==> src/rtl/game_timer.sv <==
// game_timer: countdown timer that drives time_remain for the game state machine.
// The system clock is divided down to a 1-second tick. The timer counts down only
// while cnt_enable is high, and it holds at zero once the time has expired.
// Optional bonus-time input: define GAME_TIMER_BONUS_EN to add the bonus port.
module game_timer #(
  parameter int unsigned TICK_DIV  = 100000000,
  parameter int unsigned START_SEC = 10,
  parameter int unsigned LOW_SEC   = 3,
  parameter int unsigned BONUS_SEC = 2
) (
  input  logic       clk,
  input  logic       rst,
  input  logic       game_start,
  input  logic       cnt_enable,
`ifdef GAME_TIMER_BONUS_EN
  input  logic       bonus,
`endif
  output logic [3:0] time_remain,
  output logic       tick_1s,
  output logic       time_up,
  output logic       low_time
);

  typedef enum logic [1:0] {
    IDLE    = 2'd0,
    RUN     = 2'd1,
    HOLD    = 2'd2,
    EXPIRED = 2'd3
  } state_t;

  localparam logic [26:0] TICK_MAX  = 27'(TICK_DIV - 1);
  localparam logic [3:0]  START_VAL = 4'(START_SEC);
  localparam logic [3:0]  LOW_VAL   = 4'(LOW_SEC);
  localparam logic [5:0]  BONUS_VAL = 6'(BONUS_SEC);

  state_t      state, state_n;
  logic [26:0] prescaler, prescaler_n;
  logic [3:0]  time_n;
  logic        tick_n;
  logic        time_up_n;
  logic        low_time_n;
  logic        counting;
  logic        bonus_hit;
  logic [5:0]  sum;

  // Bonus time is accepted only while a round is in progress (RUN or HOLD).
`ifdef GAME_TIMER_BONUS_EN
  assign bonus_hit = bonus && ((state == RUN) || (state == HOLD));
`else
  assign bonus_hit = 1'b0;
`endif

  // The prescaler advances in RUN, and also on the first enabled cycle out of HOLD,
  // so that counting resumes immediately from the frozen value.
  assign counting = ((state == RUN) || (state == HOLD)) && cnt_enable;

  // Next-state logic. The time arithmetic uses 6 bits so that bonus plus tick can
  // saturate at 15 and can never underflow. game_start overrides everything else.
  always_comb begin
    state_n     = state;
    prescaler_n = prescaler;
    time_n      = time_remain;
    tick_n      = 1'b0;
    sum         = {2'b00, time_remain} + (bonus_hit ? BONUS_VAL : 6'd0);

    case (state)
      IDLE: begin
        time_n      = START_VAL;
        prescaler_n = '0;
      end
      RUN, HOLD: begin
        if (counting) begin
          state_n = RUN;
          if (prescaler == TICK_MAX) begin
            prescaler_n = '0;
            tick_n      = 1'b1;
            if (sum != 6'd0) begin
              sum = sum - 6'd1;
            end
          end else begin
            prescaler_n = prescaler + 27'd1;
          end
        end else begin
          state_n = HOLD;
        end
        time_n = (sum > 6'd15) ? 4'd15 : sum[3:0];
        if (tick_n && (time_n == 4'd0)) begin
          state_n = EXPIRED;
        end
      end
      EXPIRED: begin
        time_n = 4'd0;
      end
      default: begin
        state_n = IDLE;
      end
    endcase

    if (game_start) begin
      state_n     = RUN;
      prescaler_n = '0;
      time_n      = START_VAL;
      tick_n      = 1'b0;
    end

    time_up_n  = tick_n && (time_n == 4'd0);
    low_time_n = (time_n != 4'd0) && (time_n <= LOW_VAL);
  end

  // State and outputs are registered together. Because of this, time_up and
  // low_time line up with the time_remain value they describe.
  always_ff @(posedge clk or posedge rst) begin
    if (rst) begin
      state       <= IDLE;
      prescaler   <= '0;
      time_remain <= START_VAL;
      tick_1s     <= 1'b0;
      time_up     <= 1'b0;
      low_time    <= 1'b0;
    end else begin
      state       <= state_n;
      prescaler   <= prescaler_n;
      time_remain <= time_n;
      tick_1s     <= tick_n;
      time_up     <= time_up_n;
      low_time    <= low_time_n;
    end
  end

endmodule

==> config.mk <==
export PLATFORM = sky130hd
export DESIGN_NAME = game_timer
export DESIGN_NICKNAME = d
export VERILOG_FILES = /design/src/rtl/game_timer.sv
export SDC_FILE = /design/constraint.sdc
export NUM_CORES = 1
export LEC_CHECK = 0
export ABC_AREA = 1
export CORE_MARGIN = 10
export CORE_UTILIZATION = 30
export DETAILED_ROUTE_END_ITERATION = 10
export PLACE_DENSITY = 0.57
export SLEW_MARGIN = 20
export SYNTH_ARGS = -nofsm -noshare
export SYNTH_HDL_FRONTEND = slang
export SYNTH_SLANG_ARGS = --single-unit
==> constraint.sdc <==
create_clock -name clk -period 1.9 [get_ports clk]
set_input_delay 0.57 -clock clk [delete_from_list [all_inputs] [get_ports clk]]
set_output_delay 0.57 -clock clk [all_outputs]
set_load 0.1 [all_outputs]
==> out/results.ini, run 1 <==
[place]
place_area_um2=2790
place_hpwl_um=4300
dp.cells=449
routabilityCongestion=0.855
io_buffers=10

[final_layout]
syn2layout_area_growth_pct=36.1
finalInstanceArea_um2=3070
seq_area_um2=912
nets=375
multiInputGateArea_um2=1270
stdcell_count=466
diodes=0
layout-drive-gt1-share=0.294
n_fill_cell=777

[setup_path]
crit_slowest_cell=clkdlybuf4s50_1
arrival_ns=2.01
cpPeakStageDelay_ns=0.47
startpoint_type=input pin
worstPathCellList=clkdlybuf4s50_1 -> nand2_2 -> clkinv_2 -> nor2_4 -> nand2_4 -> nand3_4 -> nor2_4 -> nand2_4 -> nor2_4 -> nand4_1 -> o21ai_1 -> nor2_1
critical_path_required_ns=2.09
crit_family=simple AND/OR/NAND/NOR gates
path_max_fanout=7
crit_path_frequent_cell=nor2_4
end_kind=flip-flop
path_buf_inv=2
crit_type=in2reg

[grt]
overflow=0
first_global_vias=2030
antenna_found_initial=0
grt_pass1_wl_um=9730
grt_max_degree=20
track_usage=0.103

[synth]
ys_seq_area_frac=0.401
synth_edf_count=0
async_flop_share=1.00
yosys_register_bits=36
syn_area_per_cell_um2=7.22
synth_nets=321
ys.flop_type=dfrtp_1
syn_area_um2=2250
synthCells=312
synth.distinct_cells=33
ys_warn_count=0

[detailed_routing]
wl_per_cell_um=11.8
vias=2096
drt_iter0_drc=59
drc=0
routed_wl_um=5500
antenna_left=0
via_per_inst=4.50
dr.pass1.iters=4

[sta]
hold_violations=0
drv_slew=0
rsz0062_at_grt=true
fin_worst_skew_ns=0.00375
fin_tns_setup_ns=0
finalSetupViolCount=0
maxSlewHeadroom=0.693
min_period_ns=1.83
fin_hold_ws_ns=0.525
post-route-period-util=0.961
fmax_ghz=0.548
worst_pin_slew_ns=0.460

[floorplanning]
std_cell_rows=31
die_h_um=107
die_area_um2=11400
fp.dieW_um=107
core_region_area_um2=7290
initial_core_util=0.309
io_pins=11

[cts]
cts-buffers-inserted=5
cts_num_sinks=36
clk_latency_ns=0.29
clk_path_buf_depth=2
cts-root-buf=clkbuf_8
cts_tree=done
hold_buffers=0
path_clk_slew_ns=0.07
cts_htree_levels=2

[status]
status=complete, no violations

[pwr]
ir_worst_vdd_mv=0.417
power.density_nw_per_um2=1030
power.total_uw=3160
cellLeakagePower_uw=0.00143

[job]
maxCapViolCount=0

[min_path]
min_path_type=reg2reg

## cell usage after synthesis (3+ instances only)
library cell | number | area [µm²]
a21oi_1 | 17 | 85.1
buf_2 | 3 | 15.0
dfrtp_1 | 34 | 851
ha_1 | 5 | 62.6
inv_1 | 44 | 165
nand2_1 | 68 | 255
nand2_2 | 6 | 37.5
nand3_1 | 21 | 105
nand4_1 | 8 | 50.1
nor2_1 | 47 | 176
nor2_2 | 5 | 31.3
nor2_4 | 3 | 33.8
nor3_1 | 9 | 45.0
o21ai_0 | 10 | 50.1
xor2_1 | 6 | 52.6
## power by group
| group | internal, µW | leakage [µW] | switching [µW] | total [µW] |
|---|---|---|---|---|
| sequential | 850 | 0.000486 | 65.0 | 915 |
| combinational | 737 | 0.000893 | 928 | 1670 |
| clock | 290 | 0.0000510 | 287 | 576 |
## worst paths after layout
path,from,endpoint,slack (ns),cells after the start
max,cnt_enable,prescaler[24],0.07,12
min,prescaler[22],prescaler[22],0.52,1
max reg2reg,prescaler[1],state[1],0.11,12
min reg2reg,prescaler[22],prescaler[22],0.52,1
max in group asynchronous,rst,prescaler[20],0.83,3
min in group asynchronous,rst,time_remain[0],0.58,2
## final cells by class
class | count | area share
Clock buffer | 6 | 0.0269
Clock inverter | 2 | 0.00327
Inverter | 47 | 0.0580
Multi-Input combinational cell | 226 | 0.414
Sequential cell | 36 | 0.298
Tap cell | 99 | 0.0404
Timing Repair Buffer | 50 | 0.160
## registers in the layout (all words and copies together) (netlist names)
register and count:
prescaler 27, tick_1s 1, time_up 1, state 2, low_time 1, time_remain 4
## metal layers
layer	vias up	wire length, µm	GRT usage
li1	1105	-	-
met1	963	2790	0.139
met2	22	2450	0.157
met3	6	162	0.0222
met4	0	95	0.0406
met5	-	0	0
## cells by family after synthesis
logic type	count (synthesis)	share of synthesized area
DFF	36	0.401
xor gates and xnor gates	8	0.0311
buffers and inverters	50	0.0855
AOI/OAI and AO/OA	35	0.0833
adders and majority gates	5	0.0278
and+or+nand+nor	178	0.371
## repair_timing
| item | 4_1_cts | 5_1_grt |
|---|---|---|
| pin swaps | 1 | 11 |
| setup endpoints to repair | 1 | 32 |
| buffers inserted | 0 | 9 |
| endpoints found under the hold margin | 0 | 0 |
| resized for setup | 1 | 32 |
## layout by cell type (no fill, tap or decap), drive strengths merged, types with 2 or more instances in the layout
cell type      Yosys  final
xor2               6      6
a21oi             17     17
inv               45     45
nand3b             2      2
nor4               2      2
nand4              8      8
nor2              55     55
xnor2              2      2
dfrtp             34     34
nand2             76     76
ha                 5      5
buf                3     47
clkinv             2      4
clkbuf             0      6
nand3             22     22
clkdlybuf4s50      0      2
nor3              11     11
o21ai             12     12
dfstp              2      2
o22ai              2      2
## through the flow
stage	utilization	setup slack [ns]
detailed placement	0.383	-0.276
CTS	0.397	0.00672
finish	0.420	0.0750
floorplan	-	0.0117
global placement	0.383	-0.235
global route	0.420	-0.0636
Power figures use the tool's default switching activity.
==> run 2: changes to the inputs <==
- RECOVER_POWER: unset -> 50
==> run 2 against run 1 <==
Fmax up 0.17%. Non-clock buffer count unchanged. Design area down 0.73%. Critical path depth unchanged. Sequential power about the same. Power about the same. Sequential share of layout area up 0.22 points. Hold slack better by 0.00072 ns. Largest power group unchanged. Clock-buffer cell count unchanged.
==> out/results.ini, run 2 (synthesized netlist as in run 1, its figures left out) <==
[final_layout]
largest_reg_flops=27
stdcell_count=466
mostFrequentLayoutCells=65 x nand2_1, 39 x nor2_1, 38 x inv_1
layout-drive-gt1-share=0.289
nets=375
n_fill_cell=778
diodes=0
final_common_cell=nand2_1
multiInputGateArea_um2=1270
top_regs=prescaler (27), time_remain (4), state (2)
seq_area_um2=912
largest-register=prescaler
syn2layout_area_growth_pct=35.1

[place]
io_buffers=10
routabilityCongestion=0.855
place_hpwl_um=4300
post-place-ws_ns=-0.276
dp.cells=449

[pwr]
p_clk_frac=0.183
cellLeakagePower_uw=0.00142
power.density_nw_per_um2=1040
switching_share=0.407
power_switching_uw=1280
power.total_uw=3150
pwr-share-seq=0.290
combPwrFrac=0.527
ir_worst_vdd_mv=0.419
p_int_uw=1870

[cts]
clk_latency_ns=0.29
path_clk_slew_ns=0.07
cts_htree_levels=2
cts-buffers-inserted=5
cts-root-buf=clkbuf_8
cts_num_sinks=36
clk_path_buf_depth=2
cts_tree=done

[floorplanning]
die_area_um2=11400
core_region_area_um2=7290
initial_core_util=0.309
die_h_um=107
io_pins=11
fp.dieW_um=107
std_cell_rows=31

[sta]
fmax_ghz=0.549
post-route-period-util=0.959
worst_pin_slew_ns=0.491
min_period_ns=1.82
layout_setup_ws_ns=0.0781
hold_violations=0
maxSlewHeadroom=0.673
rsz0062_at_grt=true
drv_slew=0
fin_worst_skew_ns=0.00455
finalSetupViolCount=0

[min_path]
holdPathStages=1
min_path_type=reg2reg

[detailed_routing]
via_per_inst=4.52
vias=2108
dr.pass1.iters=4
wl_per_cell_um=11.8
drt_iter0_drc=58
routed_wl_um=5510
drc=0
antenna_left=0

[grt]
antenna_found_initial=0
grt_max_degree=20
first_global_vias=2030
track_usage=0.103
grt_pass1_wl_um=9730
overflow=0

[setup_path]
path_max_fanout=7
end_kind=flip-flop
r2r_cells=11
crit_type=in2reg
startpoint_type=input pin
critical_path_required_ns=2.09
arrival_ns=2.01

[job]
maxCapViolCount=0

[status]
status=complete, no violations

-- run 2: worst max-delay path, stage by stage --
cell	delay [ns]
clkdlybuf4s50_1	0.47
nand2_2	0.06
clkinv_2	0.06
nor2_4	0.04
nand2_4	0.11
nand3_4	0.09
nor2_4	0.13
nand2_4	0.10
nor2_4	0.09
nand4_1	0.09
o21ai_1	0.15
nor2_1	0.05
-- run 2: area by class of cell --
type                    instances  area share
repair buffers                 50       0.153
multi-input cells             226       0.417
clock buffers                   6      0.0271
clock inverters                 2     0.00329
well taps                      99      0.0407
flip-flops and latches         36       0.300
inverters                      47      0.0584
-- run 2: path summary, 6_finish.rpt --
path	start	end	slack [ns]
setup reg to reg	time_remain[1]	time_up	0.11
min in group asynchronous	rst	time_remain[0]	0.69
setup / recovery	cnt_enable	prescaler[24]	0.08
max in group asynchronous	rst	prescaler[14]	0.39
hold reg to reg	prescaler[22]	prescaler[22]	0.53
hold / removal	prescaler[22]	prescaler[22]	0.53
-- run 2: power by group through the flow --
stage	logic, µW	clock network (µW)	registers, µW
after CTS	1480	598	912
after global placement	1430	0	923
after global routing	1830	633	928
after detailed placement	1440	0	928
after floorplan	635	0	1120
final	1660	579	915
-- run 2: per-stage QoR --
step           TNS (ns)  hold slack (ns)  utilization  cell area, µm²
2_1_floorplan         0            0.475            -            2270
3_3_place_gp      -3.65            0.505        0.383            2790
3_5_place_dp      -4.90            0.513        0.383            2790
4_1_cts               0            0.524        0.397            2900
5_1_grt          -0.334            0.568        0.417            3040
6_report              0            0.525        0.417            3040
-- run 2: repair_timing --
action / 4_1_cts / 5_1_grt
setup endpoints to repair: 1 / 32
pin swaps: 1 / 11
setup buffers: 0 / 9
resized for setup: 1 / 32
cloned: 0 / 0
hold buffers: 0 / 0
-- run 2: layer usage --
layer / routed length [µm] / up-vias / global-route usage
li1: - / 1107 / -
met1: 2760 / 964 / 0.139
met2: 2450 / 31 / 0.157
met3: 195 / 6 / 0.0222
met4: 95 / 0 / 0.0406
met5: 0 / - / 0
==> run 3: changes to the inputs <==
- CTS_BUF_LIST: unset -> sky130_fd_sc_hd__clkbuf_8
==> results of run 3 <==
Same layout as run 2: the final DEF is identical, and so are final timing and power.
